--- config.mk ---
export PLATFORM = sky130hd
export DESIGN_NAME = seg_lcd_renderer
export DESIGN_NICKNAME = d
export VERILOG_FILES = /design/src/rtl/gnw_pkg.sv /design/src/rtl/seg_latch.sv /design/src/rtl/seg_lcd_renderer.sv
export SDC_FILE = /design/constraint.sdc
export NUM_CORES = 1
export LEC_CHECK = 0
export ABC_AREA = 0
export BUFFER_PORTS_ARGS = -buffer_cell sky130_fd_sc_hd__clkbuf_2
export CORE_MARGIN = 1
export CORE_UTILIZATION = 54
export CTS_CLUSTER_SIZE = 28
export DETAILED_ROUTE_END_ITERATION = 6
export PLACE_DENSITY = 0.77
export SLEW_MARGIN = 20
export SYNTH_ARGS = -nofsm -noshare
export SYNTH_HDL_FRONTEND = slang
export SYNTH_HIERARCHICAL = 1
export SYNTH_SLANG_ARGS = --single-unit
--- constraint.sdc ---
create_clock -name clk_sys -period 3.07 [get_ports clk_sys]
set_input_delay 0.307 -clock clk_sys [delete_from_list [all_inputs] [get_ports clk_sys]]
set_output_delay 0.307 -clock clk_sys [all_outputs]
set_load 0.005 [all_outputs]
--- src/rtl/gnw_pkg.sv ---
// Shared definitions for the segment LCD renderer: FSM states, mask byte layout, segment ids.
// Also holds the H-strobe decode helpers used by the segment store.
package gnw_pkg;

    typedef enum logic [3:0] {
        ST_IDLE,
        ST_MASK_REQ,
        ST_MASK_WAIT,
        ST_COL_REQ,
        ST_COL_WAIT,
        ST_PUSH,
        ST_FB_REQ,
        ST_FB_WAIT,
        ST_NEXT
    } state_t;

    localparam int MASK_ID_HI  = 7;
    localparam int MASK_ID_LO  = 6;
    localparam int MASK_COL_HI = 5;
    localparam int MASK_COL_LO = 2;
    localparam int MASK_ROW_HI = 1;
    localparam int MASK_ROW_LO = 0;

    localparam logic [1:0] ID_A    = 2'd0;
    localparam logic [1:0] ID_B    = 2'd1;
    localparam logic [1:0] ID_S    = 2'd2;
    localparam logic [1:0] ID_NONE = 2'd3;

    function automatic logic h_is_onehot(input logic [3:0] h);
        return (h == 4'b0001) || (h == 4'b0010) || (h == 4'b0100) || (h == 4'b1000);
    endfunction

    function automatic logic [1:0] h_row(input logic [3:0] h);
        logic [1:0] r;
        r = 2'd0;
        case (h)
            4'b0010: r = 2'd1;
            4'b0100: r = 2'd2;
            4'b1000: r = 2'd3;
            default: r = 2'd0;
        endcase
        return r;
    endfunction

endpackage

--- src/rtl/seg_latch.sv ---
// Four-row segment store written by one-hot H strobes, plus a per-frame snapshot cache.
// Capture and snapshot take effect next cycle; lit lookup is combinational from the cache.
module seg_latch
    import gnw_pkg::*;
(
    input  logic        clk_sys,
    input  logic        reset_n,
    input  logic [15:0] seg_a,
    input  logic [15:0] seg_b,
    input  logic        bs,
    input  logic [3:0]  h,
    input  logic        snap,
    input  logic [7:0]  mask,
    output logic        lit
);

    logic [3:0][15:0] row_a_q, row_a_d;
    logic [3:0][15:0] row_b_q, row_b_d;
    logic [3:0]       row_s_q, row_s_d;
    logic [3:0][15:0] cache_a_q, cache_a_d;
    logic [3:0][15:0] cache_b_q, cache_b_d;
    logic [3:0]       cache_s_q, cache_s_d;

    logic [1:0] m_id;
    logic [3:0] m_col;
    logic [1:0] m_row;

    always_comb begin
        row_a_d   = row_a_q;
        row_b_d   = row_b_q;
        row_s_d   = row_s_q;
        cache_a_d = cache_a_q;
        cache_b_d = cache_b_q;
        cache_s_d = cache_s_q;
        if (h_is_onehot(h)) begin
            row_a_d[h_row(h)] = seg_a;
            row_b_d[h_row(h)] = seg_b;
            row_s_d[h_row(h)] = bs;
        end
        // The snapshot takes the rows as they stood before any same-cycle strobe.
        if (snap) begin
            cache_a_d = row_a_q;
            cache_b_d = row_b_q;
            cache_s_d = row_s_q;
        end
    end

    always_ff @(posedge clk_sys) begin
        if (!reset_n) begin
            row_a_q   <= '0;
            row_b_q   <= '0;
            row_s_q   <= '0;
            cache_a_q <= '0;
            cache_b_q <= '0;
            cache_s_q <= '0;
        end else begin
            row_a_q   <= row_a_d;
            row_b_q   <= row_b_d;
            row_s_q   <= row_s_d;
            cache_a_q <= cache_a_d;
            cache_b_q <= cache_b_d;
            cache_s_q <= cache_s_d;
        end
    end

    assign m_id  = mask[MASK_ID_HI:MASK_ID_LO];
    assign m_col = mask[MASK_COL_HI:MASK_COL_LO];
    assign m_row = mask[MASK_ROW_HI:MASK_ROW_LO];

    always_comb begin
        lit = 1'b0;
        case (m_id)
            ID_A:    lit = cache_a_q[m_row][m_col];
            ID_B:    lit = cache_b_q[m_row][m_col];
            ID_S:    lit = cache_s_q[m_row];
            ID_NONE: lit = 1'b0;
        endcase
    end

endmodule

--- src/rtl/seg_lcd_renderer.sv ---
// Composites segment LCD pixels (ROM mask/colour records) into packed words for a double-buffered framebuffer.
// Lit pixel 4 cycles, unlit 6 with 1-cycle ROM; each word waits on fb_req/fb_ack, ROM waits on ready.
module seg_lcd_renderer
    import gnw_pkg::*;
#(
    parameter int          IMG_W      = 720,
    parameter int          IMG_H      = 480,
    parameter int          FB_BYTES   = 8,
    parameter logic [24:0] ROM_BASE   = 25'd0,
    parameter logic [27:0] FB_BASE0   = 28'd0,
    parameter logic [27:0] FB_BASE1   = 28'h0080000,
    parameter int          DOUBLE_BUF = 1,
    parameter logic [7:0]  SEG_COLOR  = 8'h00
) (
    input  logic                  clk_sys,
    input  logic                  reset_n,
    input  logic [15:0]           segA,
    input  logic [15:0]           segB,
    input  logic [3:0]            H,
    input  logic                  Bs,
    input  logic                  disp_en,
    output logic [24:0]           rom_img_addr,
    output logic                  rom_img_read,
    input  logic                  rom_img_data_ready,
    input  logic [7:0]            rom_img_data,
    output logic [27:0]           fb_addr,
    output logic [8*FB_BYTES-1:0] fb_data,
    output logic                  fb_req,
    input  logic                  fb_ack,
    output logic                  fb_bank,
    output logic                  frame
);

    localparam int TOTAL = IMG_W * IMG_H;
    localparam int PIX_W = $clog2(TOTAL + 1);
    localparam int BC_W  = $clog2(FB_BYTES);
    localparam int DW    = 8 * FB_BYTES;
    localparam logic [BC_W-1:0]  LAST_BYTE = BC_W'(FB_BYTES - 1);
    localparam logic [PIX_W-1:0] LAST_PIX  = PIX_W'(TOTAL);

    if ((TOTAL % FB_BYTES) != 0) begin : g_bad_geometry
        $error("IMG_W*IMG_H must be a multiple of FB_BYTES");
    end
    if (FB_BYTES < 2 || FB_BYTES > 8 || (FB_BYTES & (FB_BYTES - 1)) != 0) begin : g_bad_fb_bytes
        $error("FB_BYTES must be a power of two in 2..8");
    end

    state_t            state_q, state_d;
    logic [24:0]       rom_addr_q, rom_addr_d;
    logic              rom_read_q, rom_read_d;
    logic [27:0]       fb_addr_q, fb_addr_d;
    logic [DW-1:0]     fb_data_q, fb_data_d;
    logic              fb_req_q, fb_req_d;
    logic              fb_bank_q, fb_bank_d;
    logic              wr_bank_q, wr_bank_d;
    logic              frame_q, frame_d;
    logic [PIX_W-1:0]  pix_cnt_q, pix_cnt_d;
    logic [BC_W-1:0]   byte_cnt_q, byte_cnt_d;
    logic              lit_q, lit_d;
    logic [7:0]        pix_q, pix_d;
    logic              snap;
    logic              lit_w;

    seg_latch u_seg_latch (
        .clk_sys (clk_sys),
        .reset_n (reset_n),
        .seg_a   (segA),
        .seg_b   (segB),
        .bs      (Bs),
        .h       (H),
        .snap    (snap),
        .mask    (rom_img_data),
        .lit     (lit_w)
    );

    always_comb begin
        state_d    = state_q;
        rom_addr_d = rom_addr_q;
        rom_read_d = 1'b0;
        fb_addr_d  = fb_addr_q;
        fb_data_d  = fb_data_q;
        fb_req_d   = fb_req_q;
        fb_bank_d  = fb_bank_q;
        wr_bank_d  = wr_bank_q;
        frame_d    = 1'b0;
        pix_cnt_d  = pix_cnt_q;
        byte_cnt_d = byte_cnt_q;
        lit_d      = lit_q;
        pix_d      = pix_q;
        snap       = 1'b0;
        case (state_q)
            ST_IDLE: begin
                if (disp_en) begin
                    snap       = (pix_cnt_q == '0);
                    rom_read_d = 1'b1;
                    state_d    = ST_MASK_REQ;
                end
            end
            ST_MASK_REQ: state_d = ST_MASK_WAIT;
            ST_MASK_WAIT: begin
                if (rom_img_data_ready) begin
                    lit_d = lit_w;
                    if (lit_w) begin
                        pix_d   = SEG_COLOR;
                        state_d = ST_PUSH;
                    end else begin
                        rom_addr_d = rom_addr_q + 25'd1;
                        rom_read_d = 1'b1;
                        state_d    = ST_COL_REQ;
                    end
                end
            end
            ST_COL_REQ: state_d = ST_COL_WAIT;
            ST_COL_WAIT: begin
                if (rom_img_data_ready) begin
                    pix_d   = rom_img_data;
                    state_d = ST_PUSH;
                end
            end
            ST_PUSH: begin
                // Lit pixels skipped the colour byte, so they still owe both record bytes.
                fb_data_d  = {pix_q, fb_data_q[DW-1:8]};
                rom_addr_d = rom_addr_q + (lit_q ? 25'd2 : 25'd1);
                pix_cnt_d  = pix_cnt_q + 1'b1;
                byte_cnt_d = byte_cnt_q + 1'b1;
                if (byte_cnt_q == LAST_BYTE) begin
                    fb_req_d = 1'b1;
                    state_d  = ST_FB_REQ;
                end else begin
                    state_d = ST_NEXT;
                end
            end
            ST_FB_REQ, ST_FB_WAIT: begin
                if (fb_ack) begin
                    fb_req_d = 1'b0;
                    if (pix_cnt_q == LAST_PIX) begin
                        frame_d    = 1'b1;
                        fb_bank_d  = wr_bank_q;
                        wr_bank_d  = (DOUBLE_BUF != 0) ? ~wr_bank_q : wr_bank_q;
                        pix_cnt_d  = '0;
                        rom_addr_d = ROM_BASE;
                        fb_addr_d  = wr_bank_d ? FB_BASE1 : FB_BASE0;
                        state_d    = ST_IDLE;
                    end else begin
                        fb_addr_d = fb_addr_q + 28'(FB_BYTES);
                        state_d   = ST_NEXT;
                    end
                end else begin
                    state_d = ST_FB_WAIT;
                end
            end
            ST_NEXT: begin
                if (disp_en) begin
                    rom_read_d = 1'b1;
                    state_d    = ST_MASK_REQ;
                end else begin
                    state_d = ST_IDLE;
                end
            end
            default: state_d = ST_IDLE;
        endcase
    end

    always_ff @(posedge clk_sys) begin
        if (!reset_n) begin
            state_q    <= ST_IDLE;
            rom_addr_q <= ROM_BASE;
            rom_read_q <= 1'b0;
            fb_addr_q  <= FB_BASE0;
            fb_data_q  <= '0;
            fb_req_q   <= 1'b0;
            fb_bank_q  <= 1'b0;
            wr_bank_q  <= 1'b0;
            frame_q    <= 1'b0;
            pix_cnt_q  <= '0;
            byte_cnt_q <= '0;
            lit_q      <= 1'b0;
            pix_q      <= 8'h00;
        end else begin
            state_q    <= state_d;
            rom_addr_q <= rom_addr_d;
            rom_read_q <= rom_read_d;
            fb_addr_q  <= fb_addr_d;
            fb_data_q  <= fb_data_d;
            fb_req_q   <= fb_req_d;
            fb_bank_q  <= fb_bank_d;
            wr_bank_q  <= wr_bank_d;
            frame_q    <= frame_d;
            pix_cnt_q  <= pix_cnt_d;
            byte_cnt_q <= byte_cnt_d;
            lit_q      <= lit_d;
            pix_q      <= pix_d;
        end
    end

    assign rom_img_addr = rom_addr_q;
    assign rom_img_read = rom_read_q;
    assign fb_addr      = fb_addr_q;
    assign fb_data      = fb_data_q;
    assign fb_req       = fb_req_q;
    assign fb_bank      = fb_bank_q;
    assign frame        = frame_q;

endmodule

==> key figures, run 1 <==
Logic synthesis
  • Post-synth EDFFs: 0
  • Synth Register Bits: 418
  • Seq/Total Area, Yosys: 46.7%
  • Mapped Area: 17,900 um^2
  • Count of cell types in the netlist: 71
  • Ys async rst share: 0%
  • Synth Flop Type: dfxtp_1
  • Syn. warnings: 6
  • Mapped Cells: 1,975
  • Syn_area_per_cell: 9.07 um^2

Die
  • Initial Util: 54.9%
  • Site row count: 66
  • Top-Level Pins: 171
  • Die width: 184 um
  • Die span in y: 184 um
  • Die area: 33,900 um^2
  • Core Footprint: 32,600 um^2

Layout
  • Most frequent cells in the layout: nand2_1 (451), dfxtp_1 (414), clkbuf_2 (166)
  • Register area: 8370 um^2
  • Finished Cell Area: 20,700 um^2
  • Share of cells above drive strength 1: 16.6%
  • Final core occ: 63.6%
  • Fillers: 2,677
  • # nets final: 2,159
  • Finished Layout Cells: 2,575
  • Commonest non-fill, non-tap cell in the layout: nand2_1
  • Synth-to-Final Area Change: 15.7%
  • Area of the multi-input gates: 9020 um^2

Worst setup path
  • Worst-path fanout max: 6
  • R2R depth: 12
  • Crit start category: flip-flop
  • Worst R2R Setup Slack: -0.02 ns
  • Setup crit end kind: flip-flop
  • CP arrival: 3.45 ns
  • Worst EP required: 3.43 ns
  • Critical Setup Path Class: reg2reg

Global route
  • Pin count of the biggest net entering global routing: 249
  • GRT Total Usage: 26.0%
  • Antenna violations before repair: 3
  • Overflow after GRT: 0
  • Vias in the first global route: 13.9k
  • Global-route wire length before repair: 71,600 um

Clocking
  • CTS Hold Bufs: 0
  • Inserted Clock Buffers: 43
  • Clock Path Buffers: 3
  • Clock Tree Root: clkbuf_16
  • CTS Sinks: 418
  • CTS tree: done
  • Clock transition at path regs: 0.06 ns
  • Worst-skew pair later-pin latency: 0.54 ns
  • H-tree levels: 2

Placement
  • Placed Area: 19,200 um^2
  • DP Wirelength: 27,900 um
  • RePlAce Congestion: 0.913
  • Cell Count Post-Placement: 2,494
  • Worst slack, placed: -0.382 ns
  • Port Buffers: 167

Outcome
  • Failing checks: negative setup slack
  • Status: complete, but fails checks

STA
  • Slew @ Worst Pin: 1.18 ns
  • Final count of hold timing violations: 0
  • Worst Slack Setup Final: -0.0171 ns
  • Setup Viol. Count Final: 1
  • Max-slew violations: 0
  • F_max: 324 MHz
  • RSZ-0062 raised after global routing: yes
  • Part of the cycle the worst path needs: 101%
  • Clock skew: 0.0139 ns
  • Min Hold Slack: 0.0464 ns
  • Setup TNS: -0.0171 ns
  • Crit path time final: 3.09 ns
  • Rel. slew slack: 21.6%

Routing
  • Final ANT Viol Nets: 0
  • Routed Wire Length: 45,000 um
  • # DRC: 0
  • DR pass1 iterations: 7
  • Vias: 14.8k
  • DRT iter0 DRCs: 1,113
  • Post-DR vias/cell: 5.75
  • Routed wire length per instance: 17.5 um

Pwr
  • Final Total Pwr: 11.7 mW
  • PD cells: 563 nW/um^2
  • Peak supply drop: 410 uV
  • Lkg Pwr: 7.43 nW

Flow run
  • Max-cap violation count: 0

Hold path
  • Worst min-delay path category: in2reg
  • WHS Path Cells: 3
==> critical path: stages (launching register included) <==
cell and delay [ns]:
dfxtp_2 0.33, mux4_2 0.47, mux4_2 0.50, and3_4 0.21, a31oi_4 0.14, a32oi_1 0.11, buf_4 0.17, o31ai_4 0.17
buf_6 0.15, nor2_4 0.06, buf_6 0.16, nor2_1 0.26, a311oi_1 0.17
==> state kept, by name, summed over array words and instances (netlist names) <==
name,cells
pix_cnt_q,19
lit_q,1
rom_img_read,1
u_seg_latch/cache_b_q,64
u_seg_latch/cache_a_q,64
wr_bank_q,1
state_q,4
u_seg_latch/row_a_q,64
byte_cnt_q,3
u_seg_latch/row_b_q,64
fb_bank,1
u_seg_latch/cache_s_q,4
frame,1
fb_data,64
fb_req,1
u_seg_latch/row_s_q,4
rom_img_addr,25
fb_addr,25
pix_q,8
==> layout make-up <==
| cell class | count | area share, % |
|---|---|---|
| Antenna cell | 2 | 0.0241 |
| Multi-Input combinational cell | 1399 | 43.5 |
| Sequential cell | 418 | 40.4 |
| Tap cell | 442 | 2.67 |
| Clock buffer | 62 | 5.97 |
| Clock inverter | 13 | 0.887 |
| Timing Repair Buffer | 221 | 6.27 |
| Inverter | 18 | 0.332 |
==> final timing paths <==
check	from	to
worst min-delay path	segA[6]	u_seg_latch/row_a_q[38]$_SDFFE_PN0P_
worst max-delay path	u_seg_latch/cache_a_q[11]$_SDFFE_PN0P_	rom_img_addr[23]$_SDFFE_PN0P_
worst min register to register	fb_data[7]$_SDFFE_PN0N_	fb_data[7]$_SDFFE_PN0N_
worst max register to register	u_seg_latch/cache_a_q[11]$_SDFFE_PN0P_	rom_img_addr[23]$_SDFFE_PN0P_
==> per-layer routing <==
metal  GRT usage, %  part of all wire (%)  vias to the layer above
met5              0                 0.020                        -
met4           8.73                   2.4                        2
met3           4.68                   7.4                       90
met2           42.8                    47                      537
met1           34.5                    43                     7103
li1               -                     -                     7078
==> power breakdown <==
group          total [mW]  internal [mW]  switching, mW
Combinational       0.899          0.370          0.529
Clock                5.25           3.14           2.11
Sequential           5.53           5.49         0.0399
Total                11.7           9.00           2.68
==> logic make-up (layout without fill, tap and decap cells) <==
| kind of cell | Yosys count | in the layout | share of synthesized area, % |
|---|---|---|---|
| compound gates | 349 | 349 | 13.1 |
| xor+xnor | 17 | 17 | 0.831 |
| fa+ha+maj | 8 | 8 | 0.600 |
| buf+inv | 161 | 314 | 3.67 |
| flops | 418 | 418 | 46.7 |
| mux | 188 | 188 | 12.7 |
| other cells | 1 | 5 | 0.0209 |
| simple gates | 833 | 834 | 22.3 |
==> cells in the mapped netlist, drive strengths merged, types with 4 or more instances <==
library cell / number / area, um^2
nand2: 451 / 1690
dfxtp: 418 / 8370
mux2i: 154 / 1540
nor2b: 138 / 863
a21boi: 132 / 991
a21oi: 106 / 531
clkbuf: 100 / 375
nor2: 58 / 220
buf: 43 / 215
nand3: 36 / 180
mux4: 30 / 694
nor3: 21 / 110
nor4: 21 / 138
nand4: 19 / 119
o31ai: 19 / 161
inv: 18 / 67.6
a31oi: 16 / 106
o21ai: 16 / 80.1
or4: 14 / 105
a22oi: 13 / 97.6
and3: 13 / 81.3
nand2b: 13 / 81.3
xor2: 13 / 114
nand3b: 11 / 82.6
o22ai: 10 / 62.6
or3: 9 / 56.3
ha: 7 / 87.6
a311oi: 5 / 43.8
and2: 5 / 31.3
and4: 5 / 43.8
nor4b: 5 / 62.6
mux2: 4 / 45.0
nand4b: 4 / 41.3
o21a: 4 / 30.0
xnor2: 4 / 35.0
==> timing repair <==
item / 4_1_cts / 5_1_grt
endpoints found under the setup margin: 20 / 25
gates resized for setup: 5 / 21
pin swaps: 9 / 9
setup buffers: 2 / 1
cloned: 1 / 0
No activity file was read; power rests on OpenSTA's default activity.
==> run 2: changes to the inputs <==
--- a/config.mk
+++ b/config.mk
@@ -8,10 +8,11 @@
 export ABC_AREA = 0
 export BUFFER_PORTS_ARGS = -buffer_cell sky130_fd_sc_hd__clkbuf_2
 export CORE_MARGIN = 1
-export CORE_UTILIZATION = 54
+export CORE_UTILIZATION = 59
 export CTS_CLUSTER_SIZE = 28
 export DETAILED_ROUTE_END_ITERATION = 6
-export PLACE_DENSITY = 0.77
+export GPL_TIMING_DRIVEN = 0
+export PLACE_DENSITY = 0.79
 export SLEW_MARGIN = 20
 export SYNTH_ARGS = -nofsm -noshare
 export SYNTH_HDL_FRONTEND = slang
==> constraint.sdc (replaced) <==
create_clock -name clk_sys -period 3.01 [get_ports clk_sys]
set_input_delay 0.301 -clock clk_sys [delete_from_list [all_inputs] [get_ports clk_sys]]
set_output_delay 0.301 -clock clk_sys [all_outputs]
set_load 0.005 [all_outputs]
==> run 2 against run 1 <==
- the flow now finishes without violations
- cell count increased by 1.2%
- critical endpoint is now rom_img_addr[5]$_SDFFE_PN0P_
- maximum frequency increased by 3.0%
- total power decreased by 0.86%
- setup slack improved by 0.029 ns
- critical path depth decreased by 3
- first-iteration DRC count increased by 44%
- non-clock buffer count increased by 94
- largest power group unchanged
==> key figures, run 2 (same netlist as run 1, synthesis figures left out) <==
STA
  • Setup Viol. Count Final: 0 (-1)
  • Min Hold Slack: 0.0530 ns (+0.00661 ns)
  • Max-slew violations: 0 (unchanged)
  • Final count of hold timing violations: 0 (unchanged)
  • Setup TNS: 0 ns (+0.0171 ns)
  • Clock skew: 0.0158 ns (+0.00193 ns)
  • Part of the cycle the worst path needs: 99.6% (-0.96 points)
  • F_max: 334 MHz (+3.0%)
  • Rel. slew slack: 31.7% (+10 points)
  • Crit path time final: 3.00 ns (-0.0892 ns)
  • Slew @ Worst Pin: 1.02 ns (-0.155 ns)

Routing
  • Routed wire length per instance: 19.4 um (+11%)
  • Vias: 15.6k (+5.5%)
  • DR pass1 iterations: 7 (unchanged)
  • Post-DR vias/cell: 6.00 (+4.3%)
  • Final ANT Viol Nets: 0 (unchanged)
  • Routed Wire Length: 50,400 um (+12%)
  • DRT iter0 DRCs: 1,608 (+44%)
  • # DRC: 0 (unchanged)

Global route
  • Met3 Usage GRT: 5.68% (+1.0 points)
  • Pin count of the biggest net entering global routing: 14 (-94%)
  • GR Util met1: 41.6% (+7.1 points)
  • Overflow after GRT: 0 (unchanged)
  • Global-route wire length before repair: 79,500 um (+11%)
  • Antenna violations before repair: 1 (-2)
  • GRT Total Usage: 32.3% (+6.3 points)
  • Most used routing layer: met2
  • Vias in the first global route: 14.9k (+7.5%)
  • Global Route met2 Usage: 54.5% (+12 points)

Outcome
  • Status: completed

Die
  • Core Footprint: 29,800 um^2 (-8.7%)
  • Top-Level Pins: 171 (unchanged)
  • Site row count: 63 (-4.5%)
  • Die width: 176 um (-4.3%)
  • Die span in y: 176 um (-4.3%)
  • Die area: 31,100 um^2 (-8.4%)
  • Initial Util: 60.1% (+5.2 points)

Layout
  • Finished Cell Area: 20,900 um^2 (+0.79%)
  • Area of the multi-input gates: 9120 um^2 (+1.1%)
  • Register area: 8370 um^2 (about the same)
  • Synth-to-Final Area Change: 16.7%
  • Share of cells above drive strength 1: 15.9% (-0.76 points)
  • Fillers: 2,333 (-13%)
  • Most frequent cells in the layout: nand2_1 (450), dfxtp_1 (416), clkbuf_2 (165)
  • Commonest non-fill, non-tap cell in the layout: nand2_1
  • # nets final: 2,252 (+4.3%)
  • Final core occ: 70.2% (+6.6 points)

Worst setup path
  • Crit start category: flip-flop
  • Critical Setup Path Class: reg2reg
  • CP arrival: 3.46 ns (about the same)
  • Setup crit end kind: flip-flop
  • Worst EP required: 3.48 ns (+0.05 ns)
  • Worst-path fanout max: 7 (+1)

Clocking
  • Inserted Clock Buffers: 43 (unchanged)
  • Worst-skew pair later-pin latency: 0.54 ns (about the same)
  • CTS tree: done
  • H-tree levels: 2 (unchanged)
  • CTS Sinks: 418 (unchanged)
  • CTS Hold Bufs: 0 (unchanged)
  • Clock Path Buffers: 3 (unchanged)
  • Clock Tree Root: clkbuf_16
  • Clock transition at path regs: 0.06 ns (about the same)

Flow run
  • Max-cap violation count: 0 (unchanged)

Pwr
  • Lkg Pwr: 7.44 nW (+0.11%)
  • PD cells: 554 nW/um^2 (-1.6%)
  • Peak supply drop: 508 uV (+24%)

Placement
  • DP Wirelength: 35,200 um (+26%)
  • Placed Area: 19,200 um^2 (+0.27%)
  • RePlAce Congestion: 0.898 (-1.6%)
  • Port Buffers: 162 (-3.0%)

Hold path
  • Worst min-delay path category: in2reg
run 2: changes by cell type in the layout (fill, tap and decap cells not counted), moves of 3 or more:
cell	change
buf_2	+18
clkbuf_4	+5
nor4_1	-5
o31ai_1	-3
buf_1	+11
buf_4	-33
clkbuf_1	+88
bufinv_16	-4
clkinv_2	-3
nor4_4	+3
run 2: power breakdown:
part           total, mW  switching, mW  internal [mW]  leakage (nW)
logic               1.02          0.624          0.391          3.44
clock network       4.92           2.11           2.81         0.627
registers           5.64         0.0410           5.60          3.37
run 2: stage by stage:
| step | worst slack (ns) | power, mW | cells |
|---|---|---|---|
| 6_report | 0.0121 | 11.6 | 2605 |
| 3_3_place_gp | -1.19 | 6.68 | 2529 |
| 4_1_cts | -0.0649 | 11.6 | 2603 |
| 2_1_floorplan | 0.0236 | 6.40 | 1977 |
| 3_5_place_dp | -1.29 | 6.71 | 2530 |
| 5_1_grt | -0.0532 | 11.9 | 2604 |
run 2: path summary, 6_finish.rpt:
check,startpoint,to,slack (ns),depth (start not counted)
setup / recovery,u_seg_latch/cache_a_q[63]$_SDFFE_PN0P_,rom_img_addr[5]$_SDFFE_PN0P_,0.01,9
hold / removal,segA[5],u_seg_latch/row_a_q[37]$_SDFFE_PN0P_,0.05,3
setup reg to reg,u_seg_latch/cache_a_q[63]$_SDFFE_PN0P_,rom_img_addr[5]$_SDFFE_PN0P_,0.01,9
hold reg to reg,fb_data[5]$_SDFFE_PN0N_,fb_data[5]$_SDFFE_PN0N_,0.46,2
run 2: cell type report:
| cell class | instances | share of cell area [%] |
|---|---|---|
| Multi-Input combinational cell | 1398 | 43.6 |
| Sequential cell | 418 | 40.0 |
| Clock buffer | 58 | 5.85 |
| Timing Repair Buffer | 173 | 4.33 |
| Buffer | 142 | 3.27 |
| Tap cell | 390 | 2.33 |
| Inverter | 18 | 0.323 |
| Clock inverter | 7 | 0.215 |
| Antenna cell | 1 | 0.0120 |
run 2: metal layers:
metal	share of wire, %	vias to the layer above
li1	-	7289
met1	41	7469
met2	47	714
met3	8.6	156
met4	3.2	0
met5	0	-
run 2: repair_timing:
action	CTS	global route
pin swaps	15	11
cloned	1	1
setup endpoints to repair	128	150
setup buffers	7	1
resized for setup	53	37
run 2: worst max-delay path, cell delays in order (launching register included):
cell,delay [ns]
dfxtp_2,0.32
mux4_2,0.47
mux4_2,0.51
and3_4,0.21
a31oi_4,0.16
a32oi_4,0.19
o31ai_4,0.27
nor2_4,0.12
or4_4,0.53
a21oi_2,0.14
